[src/rtl/row_update_scheduler.sv]
// row_update_scheduler
// Sequences one full-generation update of the frame buffer through the row
// calculator: prime the window with a dead row, then for every row read it,
// shift it in, let the calculator settle and write back the row above it.
// Memory requests are only raised while the display is blanked.
module row_update_scheduler #(
  parameter int ROWS          = 480,
  parameter int ROW_BITS      = 9,
  parameter int SETTLE_CYCLES = 2
) (
  input  logic                clkDiv,
  input  logic                rst,
  input  logic                drawRequest,
  input  logic                displayActive,
  input  logic                memAck,
  output logic                memReq,
  output logic                memWe,
  output logic [ROW_BITS-1:0] memRow,
  output logic                reading,
  output logic                clearRow,
  output logic                busy,
  output logic                done,
  output logic                overrun
);

  typedef enum logic [2:0] {
    IDLE   = 3'd0,
    PRIME  = 3'd1,
    RD     = 3'd2,
    LATCH  = 3'd3,
    SETTLE = 3'd4,
    WR     = 3'd5,
    TAIL   = 3'd6,
    FINISH = 3'd7
  } state_t;

  localparam logic [ROW_BITS:0] CNT_ZERO   = {(ROW_BITS+1){1'b0}};
  localparam logic [ROW_BITS:0] CNT_ONE    = {{ROW_BITS{1'b0}}, 1'b1};
  localparam logic [ROW_BITS:0] CNT_LAST   = (ROW_BITS+1)'(ROWS);
  localparam logic [ROW_BITS:0] CNT_PENULT = (ROW_BITS+1)'(ROWS - 1);
  localparam logic [3:0]        SETTLE_END = 4'(SETTLE_CYCLES - 1);

  state_t            state;
  state_t            state_nx;
  logic              prev_draw;
  logic              start;
  logic [ROW_BITS:0] row_cnt;
  logic [ROW_BITS:0] row_cnt_nx;
  logic [ROW_BITS:0] wr_cnt;
  logic [3:0]        settle_cnt;
  logic [3:0]        settle_cnt_nx;
  logic              req_held;
  logic              req_held_nx;
  logic              req_live;
  logic              xfer;

  // A start is a rising edge of the draw request level.
  assign start  = drawRequest & ~prev_draw;
  // Write-back targets the row above the one most recently shifted in.
  assign wr_cnt = row_cnt - CNT_ONE;
  // A request appears only during blanking, then sticks until acknowledged.
  assign req_live = ((state == RD) || (state == WR)) & (req_held | ~displayActive);
  assign xfer     = req_live & memAck;

  // State register and datapath counters with synchronous active-low reset.
  always_ff @(posedge clkDiv) begin
    if (!rst) begin
      state      <= IDLE;
      prev_draw  <= 1'b1;
      row_cnt    <= CNT_ZERO;
      settle_cnt <= 4'd0;
      req_held   <= 1'b0;
    end else begin
      state      <= state_nx;
      prev_draw  <= drawRequest;
      row_cnt    <= row_cnt_nx;
      settle_cnt <= settle_cnt_nx;
      req_held   <= req_held_nx;
    end
  end

  // Next-state logic and counter updates.
  always_comb begin
    state_nx      = state;
    row_cnt_nx    = row_cnt;
    settle_cnt_nx = settle_cnt;
    req_held_nx   = req_live & ~memAck;
    case (state)
      IDLE: begin
        if (start) begin
          row_cnt_nx = CNT_ZERO;
          state_nx   = PRIME;
        end else begin
          state_nx = IDLE;
        end
      end
      PRIME: state_nx = RD;
      RD: begin
        if (xfer) begin
          state_nx = LATCH;
        end else begin
          state_nx = RD;
        end
      end
      LATCH: begin
        settle_cnt_nx = 4'd0;
        if (row_cnt == CNT_ZERO) begin
          row_cnt_nx = row_cnt + CNT_ONE;
          state_nx   = RD;
        end else begin
          state_nx = SETTLE;
        end
      end
      SETTLE: begin
        if (settle_cnt == SETTLE_END) begin
          state_nx = WR;
        end else begin
          settle_cnt_nx = settle_cnt + 4'd1;
          state_nx      = SETTLE;
        end
      end
      WR: begin
        if (!xfer) begin
          state_nx = WR;
        end else if (row_cnt == CNT_LAST) begin
          state_nx = FINISH;
        end else if (row_cnt == CNT_PENULT) begin
          row_cnt_nx = CNT_LAST;
          state_nx   = TAIL;
        end else begin
          row_cnt_nx = row_cnt + CNT_ONE;
          state_nx   = RD;
        end
      end
      TAIL: begin
        settle_cnt_nx = 4'd0;
        state_nx      = SETTLE;
      end
      FINISH: state_nx = IDLE;
      default: state_nx = IDLE;
    endcase
  end

  // Output decode from the current state.
  always_comb begin
    memReq   = 1'b0;
    memWe    = 1'b0;
    memRow   = {ROW_BITS{1'b0}};
    reading  = 1'b0;
    clearRow = 1'b0;
    busy     = 1'b0;
    done     = 1'b0;
    case (state)
      IDLE: busy = 1'b0;
      PRIME, TAIL: begin
        clearRow = 1'b1;
        busy     = 1'b1;
      end
      RD: begin
        busy   = 1'b1;
        memReq = req_live;
        if (req_live) begin
          memRow = row_cnt[ROW_BITS-1:0];
        end else begin
          memRow = {ROW_BITS{1'b0}};
        end
      end
      LATCH: begin
        reading = 1'b1;
        busy    = 1'b1;
      end
      SETTLE: busy = 1'b1;
      WR: begin
        busy   = 1'b1;
        memReq = req_live;
        memWe  = req_live;
        if (req_live) begin
          memRow = wr_cnt[ROW_BITS-1:0];
        end else begin
          memRow = {ROW_BITS{1'b0}};
        end
      end
      FINISH: done = 1'b1;
      default: busy = 1'b0;
    endcase
    overrun = start & (state != IDLE);
  end

endmodule
[config.mk]
export PLATFORM = sky130hd
export DESIGN_NAME = row_update_scheduler
export DESIGN_NICKNAME = d
export VERILOG_FILES = /design/src/rtl/row_update_scheduler.sv
export SDC_FILE = /design/constraint.sdc
export NUM_CORES = 1
export LEC_CHECK = 0
export CORE_MARGIN = 2
export CORE_UTILIZATION = 45
export CTS_CLUSTER_DIAMETER = 60
export DETAILED_ROUTE_END_ITERATION = 8
export DONT_BUFFER_PORTS = 1
export HOLD_SLACK_MARGIN = 0.03
export MAX_ROUTING_LAYER = met4
export PLACE_DENSITY = 0.67
export SKIP_CTS_REPAIR_TIMING = 1
export SYNTH_ARGS = -nofsm -noshare
export SYNTH_HDL_FRONTEND = slang
export SYNTH_SLANG_ARGS = --single-unit
[constraint.sdc]
create_clock -name clkDiv -period 3.1 [get_ports clkDiv]
set_input_delay 0.155 -clock clkDiv [delete_from_list [all_inputs] [get_ports clkDiv]]
set_output_delay 0.155 -clock clkDiv [all_outputs]
set_load 0.02 [all_outputs]
==> summary.md, run 1 <==
| Metric | Value |
|---|---|
| Setup Skew | 0.00156 ns |
| DPL Wire Length | 2510 µm |
| Avg WL per Cell | 15.5 µm |
| # setup viols final | 0 |
| Storage cell area | 380 µm² |
| Cell Area, Synth | 1390 µm² |
| Htree depth | 1 |
| Drt drc | 0 |
| Worst Path Required | 2.94 ns |
| Initial core utilization | 46.2% |
| Nets | 198 |
| Worst R2R End | row_cnt[8] |
| Final Critical Period | 2.56 ns |
| Distinct cells, synth | 48 |
| Row cnt | 20 |
| Crit path buf inv count | 1 |
| Seq/Total Area, Yosys | 27.4% |
| First-pass GRT wire length | 5570 µm |
| Total power | 0.000460 W |
| PortBufs | 0 |
| DR vias/cell | 6.36 |
| CP endpoint | memRow[2] |
| Final antenna-violating net count | 0 |
| Mapped Cells | 190 |
| Tcrit/Tclk final | 82.7% |
| Synth warnings | 0 |
| CP Capture Type | output pin |
| 1st-iter DRT viols | 91 |
| GPL Wtd Cong | 0.883 |
| Post-Layout Cell Count | 220 |
| Max-cap viol count | 0 |
| Max Fanout on Critical Path | 13 |
| Most frequent cells in the layout | nand2_1 (19), nor2_1 (19), dfxtp_1 (19) |
| Startpoint types | flop |
| Grt total ovfl | 0 |
| Routed Wire Length | 3420 µm |
| Die Ht | 59.5 µm |
| F_max | 0.390 GHz |
| Final Util | 48.5% |
| Setup TNS | 0 ns |
| Power density cells | 316 nW/µm² |
| Clock Pin Slew Worst Setup and Hold Paths | 0.11 ns |
| CTS max path bufs | 2 |
| CTS tree | yes |
| Critical path cell sequence | and3b_1, nand2_1, inv_1, nand2_1, o21ai_0 |
| Net Count, Synth | 200 |
| Multi-input gate area in the final layout | 915 µm² |
| CTS buffer count | 3 |
| Placed instance count | 213 |
| Die Width | 59.5 µm |
| Clock sink count | 19 |
| Synth Flop Type | dfxtp_1 |
| Number of enable flip-flop cells after synthesis | 0 |
| CP top delay family | simple AND/OR/NAND/NOR gates |
| Worst setup startpoint | state[2] |
| Max IR drop VDD | 0.185 mV |
| Worst path slowest cell | dfxtp_1 |
| Final Hold Fails | 0 |
| GRT Total Usage | 20.8% |
| Share of post-route cells with drive strength above 1 | 6.42% |
| Instance count on the critical path | 5 |
| Max-slew violations | 0 |
| Die area | 3540 µm² |
| Critical path arrival | 2.41 ns |
| Initial antenna violation count | 0 |
| HP Class | input pin to flop |
| DRT Pass-1 Iters | 4 |
| Mean post-synth cell area | 7.30 µm² |
| R2R setup slack | 0.83 ns |
| Outcome | completed |
| Number of global-route vias before repair | 1,172 |
| Most frequent CP cell | nand2_1 |
| Fraction of registers with async set/reset | 0% |
| Clk_lat worst skew | 0.30 ns |
| Crit path kind | flop to output pin |
| Root Buffer | clkbuf_4 |
| Filler Cells Inserted | 298 |
| # IOs | 21 |
| Syn-to-layout area delta | 5.05% |
| Largest net degree at the start of global routing | 14 |
| Core Region | 3000 µm² |
| CP max stage delay | 0.58 ns |
| R2r startpoint | row_cnt[6] |
| N_diodes | 0 |
| Worst slew pin tran | 0.819 ns |
| RSZ-0062 raised after global routing | no |
| Routed via count | 1,399 |
| Leak | 0.541 nW |
| Reg2Reg Depth | 5 |
| Count of state elements after synthesis | 19 |
| Worst slew margin | 45.4% |
## through the flow
step / hold WS (ns) / worst slack (ns) / instance area (µm²)
floorplan: 0.228 / 1.13 / 1390
global placement: 0.235 / 0.911 / 1400
detailed placement: 0.235 / 0.872 / 1400
CTS: -0.0971 / 0.523 / 1430
global route: 0.0371 / 0.402 / 1460
finish: 0.0345 / 0.537 / 1460
## per-layer routing
layer | track usage, % | share of wire (%) | vias up
met5 | - | 0 | -
met4 | 3.81 | 0.61 | 0
met3 | 4.15 | 6.8 | 2
met2 | 32.8 | 48 | 44
met1 | 27.8 | 45 | 655
li1 | - | - | 698
## kinds of logic after synthesis
logic type	after synthesis	synth area share, %
flip-flops	19	27.4
buffers and inverters	24	6.67
adder cells (fa/ha/maj)	5	4.51
XOR/XNOR	5	3.16
AO/OA/AOI/OAI	59	29.5
AND/OR/NAND/NOR	78	28.8
## synth_stat cells, types with 2 or more instances
| cell type | instances | share of area (%) |
|---|---|---|
| a211oi_1 | 4 | 2.2 |
| o31a_1 | 2 | 1.3 |
| xnor2_1 | 2 | 1.3 |
| ha_1 | 5 | 4.5 |
| a21oi_1 | 4 | 1.4 |
| nor2_1 | 19 | 5.1 |
| o41ai_1 | 3 | 1.9 |
| inv_1 | 11 | 3.0 |
| o311ai_0 | 4 | 2.5 |
| buf_2 | 2 | 0.72 |
| clkbuf_1 | 11 | 3.0 |
| a31oi_1 | 6 | 2.7 |
| o31ai_1 | 5 | 2.7 |
| o21ai_0 | 15 | 5.4 |
| nand2b_1 | 4 | 1.8 |
| nand3b_1 | 3 | 1.6 |
| nand3_1 | 8 | 2.9 |
| nor2b_1 | 2 | 0.90 |
| nor3_1 | 5 | 1.8 |
| and3_1 | 3 | 1.4 |
| nand4_1 | 2 | 0.90 |
| or3_1 | 3 | 1.4 |
| o32ai_1 | 2 | 1.3 |
| xor2_1 | 3 | 1.9 |
| nand2_1 | 19 | 5.1 |
| dfxtp_1 | 19 | 27 |
| o211ai_1 | 3 | 1.6 |
## worst min-delay path by stage
stage / end / startpoint / depth (start not counted)
floorplan: prev_draw / rst / 1
global placement: prev_draw / rst / 1
detailed placement: req_held / memAck / 1
CTS: req_held / memAck / 1
global route: row_cnt[3] / rst / 2
finish: row_cnt[4] / rst / 2
## flip-flops by register name, summed over array words and instances (netlist names)
signal	flops
prev_draw	1
state	3
settle_cnt	4
req_held	1
row_cnt	10
## cell type report
| type | instances | area share (%) |
|---|---|---|
| Inverter | 11 | 2.83 |
| Clock buffer | 3 | 1.55 |
| Sequential cell | 19 | 26.1 |
| Tap cell | 33 | 2.83 |
| Clock inverter | 1 | 0.343 |
| Timing Repair Buffer | 6 | 3.61 |
| Multi-Input combinational cell | 147 | 62.7 |
## report_power, final
part	total (W)	switching, W	internal, W
clock	0.000128	0.0000798	0.0000481
sequential	0.000264	0.0000136	0.000250
combinational	0.0000687	0.0000451	0.0000236
total	0.000460	0.000139	0.000322
(Power assumes the default switching activity.)
==> run 2: changes to the inputs <==
clock period = 2.5 ns   (was 3.1 ns; I/O delays follow)
==> run 2 against run 1 <==
Sequential share of layout area fell by 1.1 points. Power rose by 26%. Worst setup slack got worse by 0.31 ns. Core utilization rose by 2.4 points. Non-clock buffer count rose by 9. Critical path type unchanged. Highest routed layer unchanged. Register-to-register slack got worse by 0.51 ns. Die area did not move. First-iteration DRC count rose by 24%. Clock power rose by 23%. Critical path depth rose by 2. Cell area rose by 4.9%.
==> summary.md, run 2 (synthesized netlist as in run 1, its figures left out) <==
| Metric | Value |
|---|---|
| Clk_lat worst skew | 0.30 ns (about the same) |
| Clock sink count | 19 (unchanged) |
| Die Ht | 59.5 µm (unchanged) |
| Hold_ws | 0.0184 ns (-0.0161 ns) |
| Worst slew margin | 55.4% (+10 points) |
| GPL Wtd Cong | 0.913 (+3.5%) |
| Worst Path Required | 2.38 ns (-0.56 ns) |
| Placed instance count | 221 (+3.8%) |
| PortBufs | 0 (unchanged) |
| F_max | 0.439 GHz |
| Largest register FFs | 10 (unchanged) |
| # IOs | 21 (unchanged) |
| CTS buffer count | 3 (unchanged) |
| Most flop-heavy register | row_cnt |
| Busiest grt layer | met2 |
| Routed via count | 1,412 (+0.93%) |
| Post-Layout Cell Count | 229 (+4.1%) |
| Drt drc | 0 (unchanged) |
| Max-slew violations | 0 (unchanged) |
| Die area | 3540 µm² (unchanged) |
| R2R setup slack | 0.32 ns (-0.51 ns) |
| Grt total ovfl | 0 (unchanged) |
| Share of post-route cells with drive strength above 1 | 10.7% (+4.3 points) |
| Worst slew pin tran | 0.661 ns (-0.158 ns) |
| Critical path arrival | 2.15 ns (-0.26 ns) |
| Pre-CTS setup slack | 0.381 ns (-0.491 ns) |
| Die Width | 59.5 µm (unchanged) |
| Syn-to-layout area delta | 10.2% |
| Setup Skew | 0.00505 ns (+0.00349 ns) |
| Nets | 207 (+4.5%) |
| Number of global-route vias before repair | 1,297 (+11%) |
| Largest registers | row_cnt x10, settle_cnt x4, state x3 |
| HP Class | input pin to flop |
| DPL Wire Length | 2670 µm (+6.5%) |
| Clock Pin Slew Worst Setup and Hold Paths | 0.11 ns (about the same) |
| Htree depth | 1 (unchanged) |
| Root Buffer | clkbuf_4 |
| GRT Total Usage | 22.1% (+1.3 points) |
| Power density cells | 381 nW/µm² (+21%) |
| 1st-iter DRT viols | 113 (+24%) |
| # setup viols final | 0 (unchanged) |
| Tcrit/Tclk final | 91.1% |
| GR met1 Demand/Resource | 28.7% (+0.85 points) |
| M3 GR Usage | 4.59% (+0.44 points) |
| Filler Cells Inserted | 305 (+2.3%) |
| Final Hold Fails | 0 (unchanged) |
| Final worst slack | 0.222 ns (-0.314 ns) |
| Outcome | completed |
| Leak | 0.587 nW (+8.7%) |
| Startpoint types | flop |
| Final Util | 50.9% (+2.4 points) |
| Largest net degree at the start of global routing | 14 (unchanged) |
| Core Region | 3000 µm² (unchanged) |
| Multi-input gate area in the final layout | 915 µm² (unchanged) |
| Initial antenna violation count | 0 (unchanged) |
| Setup TNS | 0 ns (unchanged) |
| Final Critical Period | 2.28 ns |
| Most frequent cells in the layout | nand2_1 (19), nor2_1 (19), dfxtp_1 (18) |
| Storage cell area | 382 µm² (+0.33%) |
| RSZ-0062 raised after global routing | no |
| Max-cap viol count | 0 (unchanged) |
| Routed Wire Length | 3560 µm (+4.2%) |
| Initial core utilization | 46.2% (unchanged) |
| CTS tree | yes |
| Final antenna-violating net count | 0 (unchanged) |
| Row cnt | 20 (unchanged) |
| Max IR drop VDD | 0.259 mV (+40%) |
| First-pass GRT wire length | 5900 µm (+5.9%) |
| DRT Pass-1 Iters | 4 (unchanged) |
| Max Fanout on Critical Path | 13 (unchanged) |
| Crit path kind | flop to output pin |
| DR vias/cell | 6.17 (-3.0%) |
| Avg WL per Cell | 15.6 µm (about the same) |
| N_diodes | 0 (unchanged) |
| CP Capture Type | output pin |
| GRT met2 Usage | 36.3% (+3.5 points) |
| CTS max path bufs | 2 (unchanged) |
[run 2: layout make-up]
| cell class | instances | share of cell area (%) |
|---|---|---|
| Inverter | 11 | 2.70 |
| Tap cell | 33 | 2.70 |
| Clock buffer | 3 | 1.47 |
| Multi-Input combinational cell | 147 | 59.8 |
| Sequential cell | 19 | 25.0 |
| Timing Repair Buffer | 15 | 8.02 |
| Clock inverter | 1 | 0.327 |
[run 2: worst paths after layout]
path                   start          to  cells past startpoint
setup / recovery    state[1]   memRow[8]                      7
hold / removal           rst  row_cnt[6]                      2
setup reg to reg  row_cnt[0]  row_cnt[8]                      6
hold reg to reg   row_cnt[9]  row_cnt[9]                      2
[run 2: stage by stage]
step                      total power, W  area, µm²
after CTS                       0.000584       1490
final                           0.000582       1530
after global routing            0.000620       1530
after floorplan                 0.000400       1390
after global placement          0.000421       1460
after detailed placement        0.000422       1460
[run 2: worst max-delay path: stages (launching register included)]
cell	delay (ns)
dfxtp_2	0.41
and3b_1	0.37
nand2_1	0.24
inv_1	0.31
o21a_1	0.17
o21ai_0	0.06
o41ai_1	0.08
buf_4	0.20
[run 2: power by group]
group / total [W] / internal, W / switching, W
clock network: 0.000157 / 0.0000596 / 0.0000975
logic: 0.000103 / 0.0000369 / 0.0000659
registers: 0.000322 / 0.000311 / 0.0000115
total: 0.000582 / 0.000407 / 0.000175
[run 2: layer usage]
| metal | wire, µm | part of all wire [%] |
|---|---|---|
| met1 | 1710 | 48 |
| met2 | 1700 | 48 |
| met3 | 143 | 4.0 |
| met4 | 18 | 0.51 |
| met5 | 0 | 0 |
